===== src/rtl/taillight_scheduler.sv =====
// rtl/taillight_scheduler.sv - rear lamp sequencer: step prescaler, request arbitration, registered lamp patterns.
// Optional TAIL_SEQ_EXT_STEP_EN replaces the prescaler with an external step_en_i strobe.
module taillight_scheduler #(
    parameter int TICK_DIV = 4
) (
    input  logic clk_i,
    input  logic reset_i,
    input  logic left_i,
    input  logic right_i,
    input  logic brake_i,
    input  logic hazard_i,
`ifdef TAIL_SEQ_EXT_STEP_EN
    input  logic step_en_i,
`endif
    output logic tick_o,
    output logic busy_o,
    output logic la_o,
    output logic lb_o,
    output logic lc_o,
    output logic ra_o,
    output logic rb_o,
    output logic rc_o
);

    typedef enum logic [2:0] {
        IDLE   = 3'd0,
        TURN_L = 3'd1,
        TURN_R = 3'd2,
        HAZ    = 3'd3,
        BRK    = 3'd4
    } state_e;

    state_e      state_q, state_d;
    logic [1:0]  step_q, step_d;
    logic [5:0]  lamps_q, lamps_d;   // {la,lb,lc,ra,rb,rc}
    logic        tick;

`ifdef TAIL_SEQ_EXT_STEP_EN
    assign tick = step_en_i;
`else
    localparam int CNT_W = (TICK_DIV > 1) ? $clog2(TICK_DIV) : 1;
    localparam logic [CNT_W-1:0] CNT_LAST = CNT_W'(TICK_DIV - 1);

    logic [CNT_W-1:0] cnt_q, cnt_d;

    assign tick  = (cnt_q == CNT_LAST);
    assign cnt_d = tick ? '0 : cnt_q + CNT_W'(1);

    always_ff @(posedge clk_i or negedge reset_i) begin
        if (!reset_i) begin
            cnt_q <= '0;
        end else begin
            cnt_q <= cnt_d;
        end
    end
`endif

    function automatic logic [2:0] turn_pat(input logic [1:0] s);
        case (s)
            2'd1:    turn_pat = 3'b100;
            2'd2:    turn_pat = 3'b110;
            2'd3:    turn_pat = 3'b111;
            default: turn_pat = 3'b000;
        endcase
    endfunction

    logic       haz_req;
    logic       own_req;
    logic [1:0] step_nx;
    state_e     arb;
    logic [1:0] ent_step;
    logic [5:0] ent_lamps;
    logic [5:0] turn_lamps;

    assign haz_req = hazard_i | (left_i & right_i);
    assign own_req = (state_q == TURN_L) ? left_i : right_i;
    assign step_nx = step_q + 2'd1;

    always_comb begin
        arb = IDLE;
        if (haz_req) begin
            arb = HAZ;
        end else if (left_i) begin
            arb = TURN_L;
        end else if (right_i) begin
            arb = TURN_R;
        end else if (brake_i) begin
            arb = BRK;
        end
    end

    // Lamps and step for the first tick spent in the arbitrated state.
    always_comb begin
        ent_step  = 2'd1;
        ent_lamps = 6'b000000;
        case (arb)
            TURN_L:   ent_lamps = {3'b100, {3{brake_i}}};
            TURN_R:   ent_lamps = {{3{brake_i}}, 3'b100};
            HAZ, BRK: ent_lamps = 6'b111111;
            default:  ent_step  = 2'd0;
        endcase
    end

    // The side opposite the turn follows brake every tick, independent of step.
    assign turn_lamps = (state_q == TURN_L) ? {turn_pat(step_nx), {3{brake_i}}}
                                            : {{3{brake_i}}, turn_pat(step_nx)};

    always_comb begin
        state_d = state_q;
        step_d  = step_q;
        lamps_d = lamps_q;
        if (tick) begin
            case (state_q)
                IDLE, BRK: begin
                    state_d = arb;
                    step_d  = ent_step;
                    lamps_d = ent_lamps;
                end
                TURN_L, TURN_R: begin
                    if (haz_req || (step_q == 2'd0 && !own_req)) begin
                        state_d = arb;
                        step_d  = ent_step;
                        lamps_d = ent_lamps;
                    end else begin
                        step_d  = step_nx;
                        lamps_d = turn_lamps;
                    end
                end
                HAZ: begin
                    // step 1 = on phase, step 0 = off phase; leave only from off.
                    if (step_q != 2'd0) begin
                        step_d  = 2'd0;
                        lamps_d = 6'b000000;
                    end else begin
                        state_d = arb;
                        step_d  = ent_step;
                        lamps_d = ent_lamps;
                    end
                end
                default: begin
                    state_d = IDLE;
                    step_d  = 2'd0;
                    lamps_d = 6'b000000;
                end
            endcase
        end
    end

    always_ff @(posedge clk_i or negedge reset_i) begin
        if (!reset_i) begin
            state_q <= IDLE;
            step_q  <= 2'd0;
            lamps_q <= 6'b000000;
        end else begin
            state_q <= state_d;
            step_q  <= step_d;
            lamps_q <= lamps_d;
        end
    end

    assign tick_o = tick;
    assign busy_o = (state_q != IDLE);
    assign {la_o, lb_o, lc_o, ra_o, rb_o, rc_o} = lamps_q;

endmodule

===== config.mk =====
export PLATFORM = sky130hd
export DESIGN_NAME = taillight_scheduler
export DESIGN_NICKNAME = d
export VERILOG_FILES = /design/src/rtl/taillight_scheduler.sv
export SDC_FILE = /design/constraint.sdc
export NUM_CORES = 1
export LEC_CHECK = 0
export BUFFER_PORTS_ARGS = -buffer_cell sky130_fd_sc_hd__buf_2
export CAP_MARGIN = 10
export CORE_ASPECT_RATIO = 1.1
export CORE_MARGIN = 8
export CORE_UTILIZATION = 58
export CTS_BUF_LIST = sky130_fd_sc_hd__clkbuf_2 sky130_fd_sc_hd__clkbuf_4 sky130_fd_sc_hd__clkbuf_8
export CTS_CLUSTER_DIAMETER = 200
export CTS_CLUSTER_SIZE = 20
export DETAILED_ROUTE_END_ITERATION = 8
export GPL_ROUTABILITY_DRIVEN = 0
export PLACE_DENSITY = 0.83
export SLEW_MARGIN = 25
export SYNTH_ARGS = -nofsm -noshare
export SYNTH_HDL_FRONTEND = slang
export SYNTH_SLANG_ARGS = --single-unit

===== constraint.sdc =====
create_clock -name clk_i -period 2 [get_ports clk_i]
set_input_delay 0.2 -clock clk_i [delete_from_list [all_inputs] [get_ports clk_i]]
set_output_delay 0.2 -clock clk_i [all_outputs]
set_load 0.05 [all_outputs]

Yosys cells after proc, flatten, opt, wreduce, memory -nomap -nowiden. Cells that the tools add are included.

Register bits after elaboration: 13. Input bits: 6.

Add/sub/neg operators: 2. Eq/ne operators: 14. Multiplexer cells: 19. Bitwise gates (word level): 2. Reduce and logical (&&, ||, !) cells: 12.

Operators with widths (number): $pmux 6 s3 (2); $mux 3 (6); $mux 6 (3); $pmux 3 s3 (2); $eq 3x2->1 const B (4); $eq 2x2->1 const B (3); $eq 3x1->1 const B (2); $eq 3x3->1 const B (2); $pmux 2 s3 (1); $reduce_or 2->1 (3); $add 2x1->2 const B (2); $mux 2 (2); $ne 2x2->1 const B (2); $reduce_or 4->1 (1); $logic_not 3->1 (1); $mux 1 (3); $reduce_and 3->1 (1); $reduce_bool 3->1 (1); $eq 2x1->1 const B (1); $logic_not 2->1 (1); $reduce_bool 2->1 (1); $and 1x1->1 (1); $logic_and 1x1->1 (1); $logic_not 1->1 (1); other kinds (2) (2).

Logic depth before layout (Yosys ltp). Gate-level depths: netlist (run 1).

Depth after elaboration: 9. Depth in mapped cells: 7. Depth with buffers taken out: 7.

Least setup slack after synthesis (run 1). No wires, ideal clock.

Path kind: flip-flop to flip-flop. Start: register cnt_q[0]. End: register state_q[0]. Arrival time: 1.659 ns. Path slack: 0.262 ns. Cell stages (with the launch flop): 6. Cell sequence: dfrtp_1 -> ha_1 -> clkbuf_1 -> o21ai_0 -> a21oi_1 -> mux2i_1.

Cells in the longest elaborated chain, start to end: 2.

RTL lines: start, declared (line 44) `logic [CNT_W-1:0] cnt_q, cnt_d;`; start signal, assigned (line 53) `cnt_q <= cnt_d;`; $eq 2x2->1 (line 46) `assign tick = (cnt_q == CNT_LAST);`; via tick_o (line 15) `output logic tick_o,`; $reduce_and 3->1 (no line); end signal, assigned (line 155) `state_q <= state_d;`; end, declared (line 33) `state_e state_q, state_d;`.

The timed path passes the listed nets, and every way through them passes these cells. A chain may end at the register's enable or synchronous reset.

Final worst setup path (run 1).
Start: register state_q[1]. End: register step_q[0].

Cells in the longest elaborated chain, start to end: 7. Elaborated cells on any way between the ends: 13. Classes of those cells: eq/ne: 4; mux: 3; reduce/logical: 6.

RTL lines: $eq 3x1->1 (line 76, 113); $mux 1 (line 76) `assign own_req = (state_q == TURN_L) ? left_i : right_i;`; $logic_not 1->1 (line 120) `if (haz_req || (step_q == 2'd0 && !own_req)) begin`; $logic_and 1x1->1 (line 120); $logic_or 1x1->1 (line 120); $mux 2 (line 120); $pmux 2 s3 * (line 113) `case (state_q)`; end signal, assigned (line 156) `step_q <= step_d;`; end, declared (line 34) `logic [1:0] step_q, step_d;`.

Every way passes the cells marked *; elsewhere a longest branch is shown, timed or not.

==> out/qor.yml, run 1 <==
outcome: "completed"
final_cell_area_um2: 1023
ys_ff_latch: 13
drt-initial-drc-count: 40
yosys-top-cells-area: "dfrtp_1 (36%), ha_1 (5.5%), nand2_1 (5.3%)"
layout-drive-gt1-share: 0.1917
placed_cell_area_um2: 979.7
yosys_most_used_dff: "dfrtp_1"
post-cts-setup-buffer-count: 0
critPathMaxFanout: 13
antenna_found_initial: 0
num-nets-final: 131
cts-root-buf: "clkbuf_4"
io_pins: 14
hold_path.class: "in -> async"
grt_pass1_wl_um: 3470
synth_nets: 117
setup_violations: 0
max_freq_mhz: 545.9
timing.setup.tns_ps: 0
grt.total_usage: 0.1446
power_per_cell_area_nw_per_um2: 1454
clkTransAtPathRegs_ps: 80
routedWlPerCell_um: 14.91
critPathSlowestCell: "dfrtp_1"
synthCells: 107
path_class: "reg -> reg"
yosys.area.top_type_share: 0.3552
period_needed_ps: 1832
peakVddDrop_mv: 0.7885
yosys.area.top_type: "dfrtp_1"
area_growth_syn_to_layout_pct: 11.75
netlist_area_um2: 915.9
post_drt_via_cell_ratio: 6.248
syn_area_per_cell_um2: 8.560
first_global_vias: 804
synth_edf_count: 0
dp_hpwl_um: 1538
die_area_um2: 3108
path_cells: "mux2i_1 -> a211oi_2 -> nand2_1 -> or3_1 -> o221ai_1"
drtAntennaViolNets: 0
worstMarginPinSlew_ps: 446.5
ys_async_sr_fraction: 1.000
numCtsBuffers: 3
postRouteWirelength_um: 2043
synthTopCellsByCount: "dfrtp_1 (13), nand2_1 (13), inv_1 (9), o21ai_0 (9)"
drcViolationCount: 0
slowest_delay_ps: 620
dieWidth_um: 53.89
clock_path_buffers: 2
timing.critical_path.buf_inv: 0
p_leak_uw: 0.0004593
start_util: 0.6025
crit_required_ps: 2200
core_um2: 1520
drt-pass1-iter-count: 4
clk_latency_ps: 290
cts_sinks: 13
vias: 856
crit_path_start_kind: "register"
nFillCells: 122
cp-end-kind: "register"
rows: 15
total_power_uw: 1488
cts_tree: "built"
gr-total-overflow: 0
clock_skew_ps: 7.146
maxCapViolations: 0
synth_cell_type_count: 34
arrival_ps: 2030
report.final.slew_viol_count: 0
timing.final.hold_violations: 0
finalCritPeriodShare: 0.9159
synth-seq-area-share: 0.3552
rsz0062_at_grt: "false"
path_delay_family: "flip-flops"
slew_headroom: 0.7023
port_buffers: 13
diodes: 0
die_y_um: 57.68
grt_max_degree: 14
ys_warn_count: 0
h-tree-depth: 1
path summary, 6_finish.rpt:
path | startpoint | endpoint | slack [ps] | depth (start not counted)
setup / recovery | state_q[1] | step_q[0] | 170 | 5
hold / removal | reset_i | lamps_q[2] | 300 | 2
setup reg to reg | state_q[1] | step_q[0] | 170 | 5
hold reg to reg | cnt_q[0] | cnt_q[0] | 430 | 1
max in group asynchronous | reset_i | lamps_q[0] | 1470 | 2
min in group clk_i | hazard_i | state_q[1] | 320 | 3
flip-flops by register name, summed over array words and instances (netlist names):
register,flops
lamps_q,6
state_q,3
cnt_q,2
step_q,2
cell type report:
type                       instances  area (um2)  area share
multi-input combinational         77       519.2      0.5073
tap                               17       21.27     0.02078
clock buffer                       4       30.03     0.02934
inverter                          10       37.54     0.03667
timing repair buffer              16       90.09     0.08802
sequential                        13       325.3      0.3178
cell families after synthesis:
| logic type | Yosys count | share of synthesized area |
|---|---|---|
| AO/OA/AOI/OAI | 36 | 0.2664 |
| AND/OR/NAND/NOR | 33 | 0.1995 |
| buffers and inverters | 17 | 0.08195 |
| flip-flops | 13 | 0.3552 |
| adder cells (fa/ha/maj) | 4 | 0.05465 |
| multiplexers | 3 | 0.03279 |
| XOR/XNOR | 1 | 0.009565 |
report_power, final:
| part | switching, uW | internal [uW] |
|---|---|---|
| Sequential | 104 | 356 |
| Clock | 92.4 | 91.4 |
| Combinational | 567 | 278 |
metrics by stage:
stage | cells | setup WS [ps] | hold WS (ps) | util
after global placement | 132 | 191.1 | 90.76 | 0.6444
after floorplan | 107 | 262.0 | -95.59 | -
after CTS | 137 | 58.65 | 319.0 | 0.6708
after detailed placement | 132 | 91.10 | 105.3 | 0.6444
after global routing | 137 | 64.44 | 343.9 | 0.6733
final | 137 | 168.2 | 305.0 | 0.6733
placed cells by master (no fill, tap or decap), types with 2 or more instances in the layout:
cell type	instances
ha_1	4
nor2_1	2
a31oi_1	2
or3_1	3
o211ai_1	5
inv_1	9
a21oi_1	7
o221ai_1	4
buf_2	13
mux2i_1	3
nand2_1	13
a211oi_1	2
dfrtp_1	13
nand3_1	7
clkbuf_4	4
o21ai_0	8
buf_4	2
layer usage:
layer / wire (um) / vias to the layer above / global-route usage / part of all wire
li1: - / 424 / - / -
met1: 897 / 395 / 0.1824 / 0.44
met2: 972 / 32 / 0.2189 / 0.48
met3: 127 / 5 / 0.03069 / 0.062
met4: 46 / 0 / 0.07942 / 0.023
met5: 0 / - / 0 / 0
repair_timing:
action                                 4_1_cts  5_1_grt
hold buffers                                 1        0
gates resized for setup                      0        2
endpoints found under the hold margin       13        0
setup endpoints to repair                    0        2
Note: power is estimated with default switching activity, not from simulation.
==> run 2, diff against run 1 <==
--- a/config.mk
+++ b/config.mk
@@ -9,13 +9,13 @@
 export CAP_MARGIN = 10
 export CORE_ASPECT_RATIO = 1.1
 export CORE_MARGIN = 8
-export CORE_UTILIZATION = 58
+export CORE_UTILIZATION = 38
 export CTS_BUF_LIST = sky130_fd_sc_hd__clkbuf_2 sky130_fd_sc_hd__clkbuf_4 sky130_fd_sc_hd__clkbuf_8
 export CTS_CLUSTER_DIAMETER = 200
 export CTS_CLUSTER_SIZE = 20
 export DETAILED_ROUTE_END_ITERATION = 8
 export GPL_ROUTABILITY_DRIVEN = 0
-export PLACE_DENSITY = 0.83
+export PLACE_DENSITY = 0.59
 export SLEW_MARGIN = 25
 export SYNTH_ARGS = -nofsm -noshare
 export SYNTH_HDL_FRONTEND = slang
==> out/qor.yml, run 2 (same netlist as run 1, synthesis figures left out) <==
outcome: "completed"
slew_headroom: 0.6913
placed_cell_area_um2: 1003
clock_path_buffers: 2
dieWidth_um: 62.81
setup_violations: 0
p_int_uw: 718.5
timing.final.hold_violations: 0
grt_max_degree: 14
top_register: "lamps_q"
drt-pass1-iter-count: 4
slowest_delay_ps: 430
first_global_vias: 854
switching_share: 0.5118
largest_register_ffs: 6
hold_path.class: "in -> async"
layout-drive-gt1-share: 0.1983
path_delay_family: "compound AO/OA/AOI/OAI gates"
port_buffers: 13
cts_tree: "built"
die_area_um2: 4239
rows: 18
num-nets-final: 132
drt-initial-drc-count: 33
path_class: "reg -> reg"
post-cts-setup-buffer-count: 0
start_util: 0.4026
grt_pass1_wl_um: 3684
maxCapViolations: 0
cp-end-kind: "register"
critPathSlowestCell: "or4_1"
worstMarginPinSlew_ps: 463.1
routedWlPerCell_um: 14.26
rsz0062_at_grt: "false"
core_um2: 2275
gr-total-overflow: 0
drtAntennaViolNets: 0
crit_required_ps: 2190
critPathMaxFanout: 4
dp_hpwl_um: 1698
finalCritPeriodShare: 0.8927
crit_path_start_kind: "register"
pwr-share-comb: 0.583
area_growth_syn_to_layout_pct: 14.07
power_per_cell_area_nw_per_um2: 1409
timing.setup.tns_ps: 0
hold_ws_ps: 328.8
h-tree-depth: 1
arrival_ps: 1970
report.final.slew_viol_count: 0
final_cell_mix: "nand2_1 (13), dfrtp_1 (13), buf_2 (13)"
clockPowerShare: 0.109
nFillCells: 230
p_leak_uw: 0.0004631
vias: 852
antenna_found_initial: 0
timing.critical_path.buf_inv: 2
reg_top3: "lamps_q (6), state_q (3)"
drcViolationCount: 0
diodes: 0
io_pins: 14
p_seq_frac: 0.308
cts-root-buf: "clkbuf_4"
path_cells: "inv_1 -> ha_1 -> inv_1 -> or4_1 -> o21ai_2 -> o221ai_1 -> o221ai_1"
clock_skew_ps: 6.633
final_cell_area_um2: 1045
switchingPower_uw: 753.1
post_drt_via_cell_ratio: 5.642
numCtsBuffers: 3
postRouteWirelength_um: 2154
max_freq_mhz: 560.1
cts_sinks: 13
period_needed_ps: 1785
peakVddDrop_mv: 0.6016
grt.total_usage: 0.1041
clk_latency_ps: 270
die_y_um: 67.49
clkTransAtPathRegs_ps: 90
run 2: repair_timing:
item | 4_1_cts | 5_1_grt
hold buffers | 1 | 0
endpoints found under the setup margin | 0 | 1
hold endpoints to repair | 13 | 0
resized for setup | 0 | 2
run 2: power groups by stage:
stage          Clock, uW  Combinational, uW  Sequential, uW
2_1_floorplan          0                481             631
3_3_place_gp           0                847             449
3_5_place_dp           0                846             457
4_1_cts              169                850             451
5_1_grt              180                933             469
6_report             161                858             453
run 2: worst reg2reg max path: stages, from the launching register on:
cell and delay [ps]:
dfrtp_1 400, inv_1 100, ha_1 230, inv_1 100
or4_1 430, o21ai_2 120, o221ai_1 160, o221ai_1 160
run 2: layout make-up:
class / count / area, um2 / area share
clock inverters: 1 / 5.005 / 0.004790
flip-flops and latches: 13 / 325.3 / 0.3114
repair buffers: 17 / 97.59 / 0.09341
well taps: 30 / 37.54 / 0.03593
clock buffers: 3 / 22.52 / 0.02156
multi-input cells: 77 / 519.2 / 0.4970
inverters: 10 / 37.54 / 0.03593
run 2: worst paths after layout:
| kind | start | end | slack, ps | depth (start not counted) |
|---|---|---|---|---|
| max | step_q[0] | step_q[0] | 210 | 7 |
| min | reset_i | lamps_q[0] | 330 | 2 |
| max reg2reg | step_q[0] | step_q[0] | 210 | 7 |
| min reg2reg | cnt_q[0] | cnt_q[0] | 430 | 1 |
| max in group asynchronous | reset_i | lamps_q[3] | 1440 | 2 |
| min in group clk_i | hazard_i | state_q[0] | 340 | 3 |
run 2: per-layer routing:
| metal | vias to the layer above | global-route usage | routed length (um) |
|---|---|---|---|
| li1 | 425 | - | - |
| met1 | 398 | 0.1167 | 998 |
| met2 | 27 | 0.1915 | 1053 |
| met3 | 2 | 0.01656 | 88 |
| met4 | 0 | 0.05128 | 13 |
| met5 | - | 0 | 0 |
run 2: stage by stage:
step / power (uW) / instances / utilization / worst slack [ps]
after global placement: 1296 / 146 / 0.4411 / 191.4
after global routing: 1582 / 151 / 0.4593 / 57.32
after detailed placement: 1302 / 146 / 0.4411 / 159.2
after CTS: 1471 / 151 / 0.4576 / 141.1
after floorplan: 1112 / 107 / - / 262.0
final: 1472 / 151 / 0.4593 / 214.6
==> run 3, diff against run 2 <==
--- a/config.mk
+++ b/config.mk
@@ -16,6 +16,7 @@
 export DETAILED_ROUTE_END_ITERATION = 8
 export GPL_ROUTABILITY_DRIVEN = 0
 export PLACE_DENSITY = 0.59
+export RECOVER_POWER = 50
 export SLEW_MARGIN = 25
 export SYNTH_ARGS = -nofsm -noshare
 export SYNTH_HDL_FRONTEND = slang
==> out/qor.yml, run 3 (same netlist as run 1, synthesis figures left out) <==
drt-pass1-iter-count: 4
utilization: 0.4576
setup_violations: 0
finalCritPeriodShare: 0.8927
critPathSlowestCell: "or4_1"
path_cells: "inv_1 -> ha_1 -> inv_1 -> or4_1 -> o21ai_2 -> o221ai_1 -> o221ai_1"
outcome: "completed"
cts-root-buf: "clkbuf_4"
arrival_ps: 1970
final_cell_area_um2: 1041
first_global_vias: 854
routedWlPerCell_um: 14.29
grt.total_usage: 0.1041
largest_register_ffs: 6
hold_start: "hazard_i"
critPathMaxFanout: 4
num-nets-final: 132
top_register: "lamps_q"
final_cell_mix: "nand2_1 (13), dfrtp_1 (13), buf_2 (10)"
die_area_um2: 4239
path_delay_family: "compound AO/OA/AOI/OAI gates"
r2r-start: "step_q[0]"
dieWidth_um: 62.81
p_leak_uw: 0.0004547
rsz0062_at_grt: "false"
crit_path_start_kind: "register"
layout-drive-gt1-share: 0.1736
post_drt_via_cell_ratio: 5.642
placed_cell_area_um2: 1003
gr-total-overflow: 0
drcViolationCount: 0
path_class: "reg -> reg"
hold_path.class: "in -> reg"
numCtsBuffers: 3
maxCapViolations: 0
clock_path_buffers: 2
dp_hpwl_um: 1698
antenna_found_initial: 0
area_growth_syn_to_layout_pct: 13.66
slowest_delay_ps: 430
worstMarginPinSlew_ps: 702.9
slew_headroom: 0.5314
cts_tree: "built"
timing.critical_path.buf_inv: 2
cts_sinks: 13
reg_top3: "lamps_q (6), state_q (3)"
clk_latency_ps: 270
timing.final.hold_violations: 0
clock_skew_ps: 6.639
grt_max_degree: 14
crit_required_ps: 2190
crit_path_start: "step_q[0]"
grt_pass1_wl_um: 3684
die_y_um: 67.49
drtAntennaViolNets: 0
max_freq_mhz: 560.1
drt-initial-drc-count: 33
clkTransAtPathRegs_ps: 90
h-tree-depth: 1
period_needed_ps: 1785
total_power_uw: 1467
port_buffers: 13
hold_ws_ps: 336.5
start_util: 0.4026
diodes: 0
timing.setup.tns_ps: 0
peakVddDrop_mv: 0.6007
postRouteWirelength_um: 2158
cp-end-kind: "register"
core_um2: 2275
report.final.slew_viol_count: 0
io_pins: 14
power_per_cell_area_nw_per_um2: 1409
rows: 18
vias: 852
==> run 3: changes by cell type in the layout (fill, tap and decap cells not counted), sizes merged <==
cell / previous run / this run
buf: 16 / 13
clkbuf: 3 / 6
==> run 3: repair_timing <==
| action | in CTS | in global routing |
|---|---|---|
| endpoints found under the hold margin | 13 | 0 |
| setup endpoints to repair | 0 | 1 |
| buffers inserted | 0 | 0 |
| gates resized for setup | 0 | 2 |
| hold buffers | 1 | 0 |
==> run 3: layout make-up <==
| class | instances | area (um2) |
|---|---|---|
| fill | 230 | 1234 |
| multi-input combinational | 77 | 519.2 |
| sequential | 13 | 325.3 |
| timing repair buffer | 17 | 93.84 |
| inverter | 10 | 37.54 |
| tap | 30 | 37.54 |
| clock buffer | 3 | 22.52 |
| clock inverter | 1 | 5.005 |
==> run 3: worst paths after layout <==
| path | to | slack [ps] | cells after the start |
|---|---|---|---|
| max | step_q[0] | 210 | 7 |
| min reg2reg | cnt_q[0] | 430 | 1 |
| max reg2reg | step_q[0] | 210 | 7 |
| min | state_q[0] | 340 | 3 |
| max in group asynchronous | lamps_q[3] | 1080 | 2 |
| min in group asynchronous | lamps_q[0] | 470 | 2 |
==> run 3: worst min-delay path, stage by stage <==
cell and delay (ps):
buf_2 140, o21ai_0 160, mux2i_1 70
==> run 3: report_power, final <==
group          total, uW  internal [uW]  switching, uW
combinational        852            282            570
clock                161           74.0           87.1
sequential           454            356           97.4
total               1470            712            754
==> run 3: per-stage QoR <==
stage / setup WS, ps / instances
after floorplan: 262.0 / 107
final: 214.6 / 151
after global placement: 191.4 / 146
after CTS: 141.1 / 151
after detailed placement: 159.2 / 146
after global routing: 57.32 / 151
==> run 3: routing by layer <==
metal / wire (um) / GRT usage
met5: 0 / 0
met4: 13 / 0.05128
met3: 88 / 0.01656
met2: 1053 / 0.1915
met1: 1002 / 0.1167
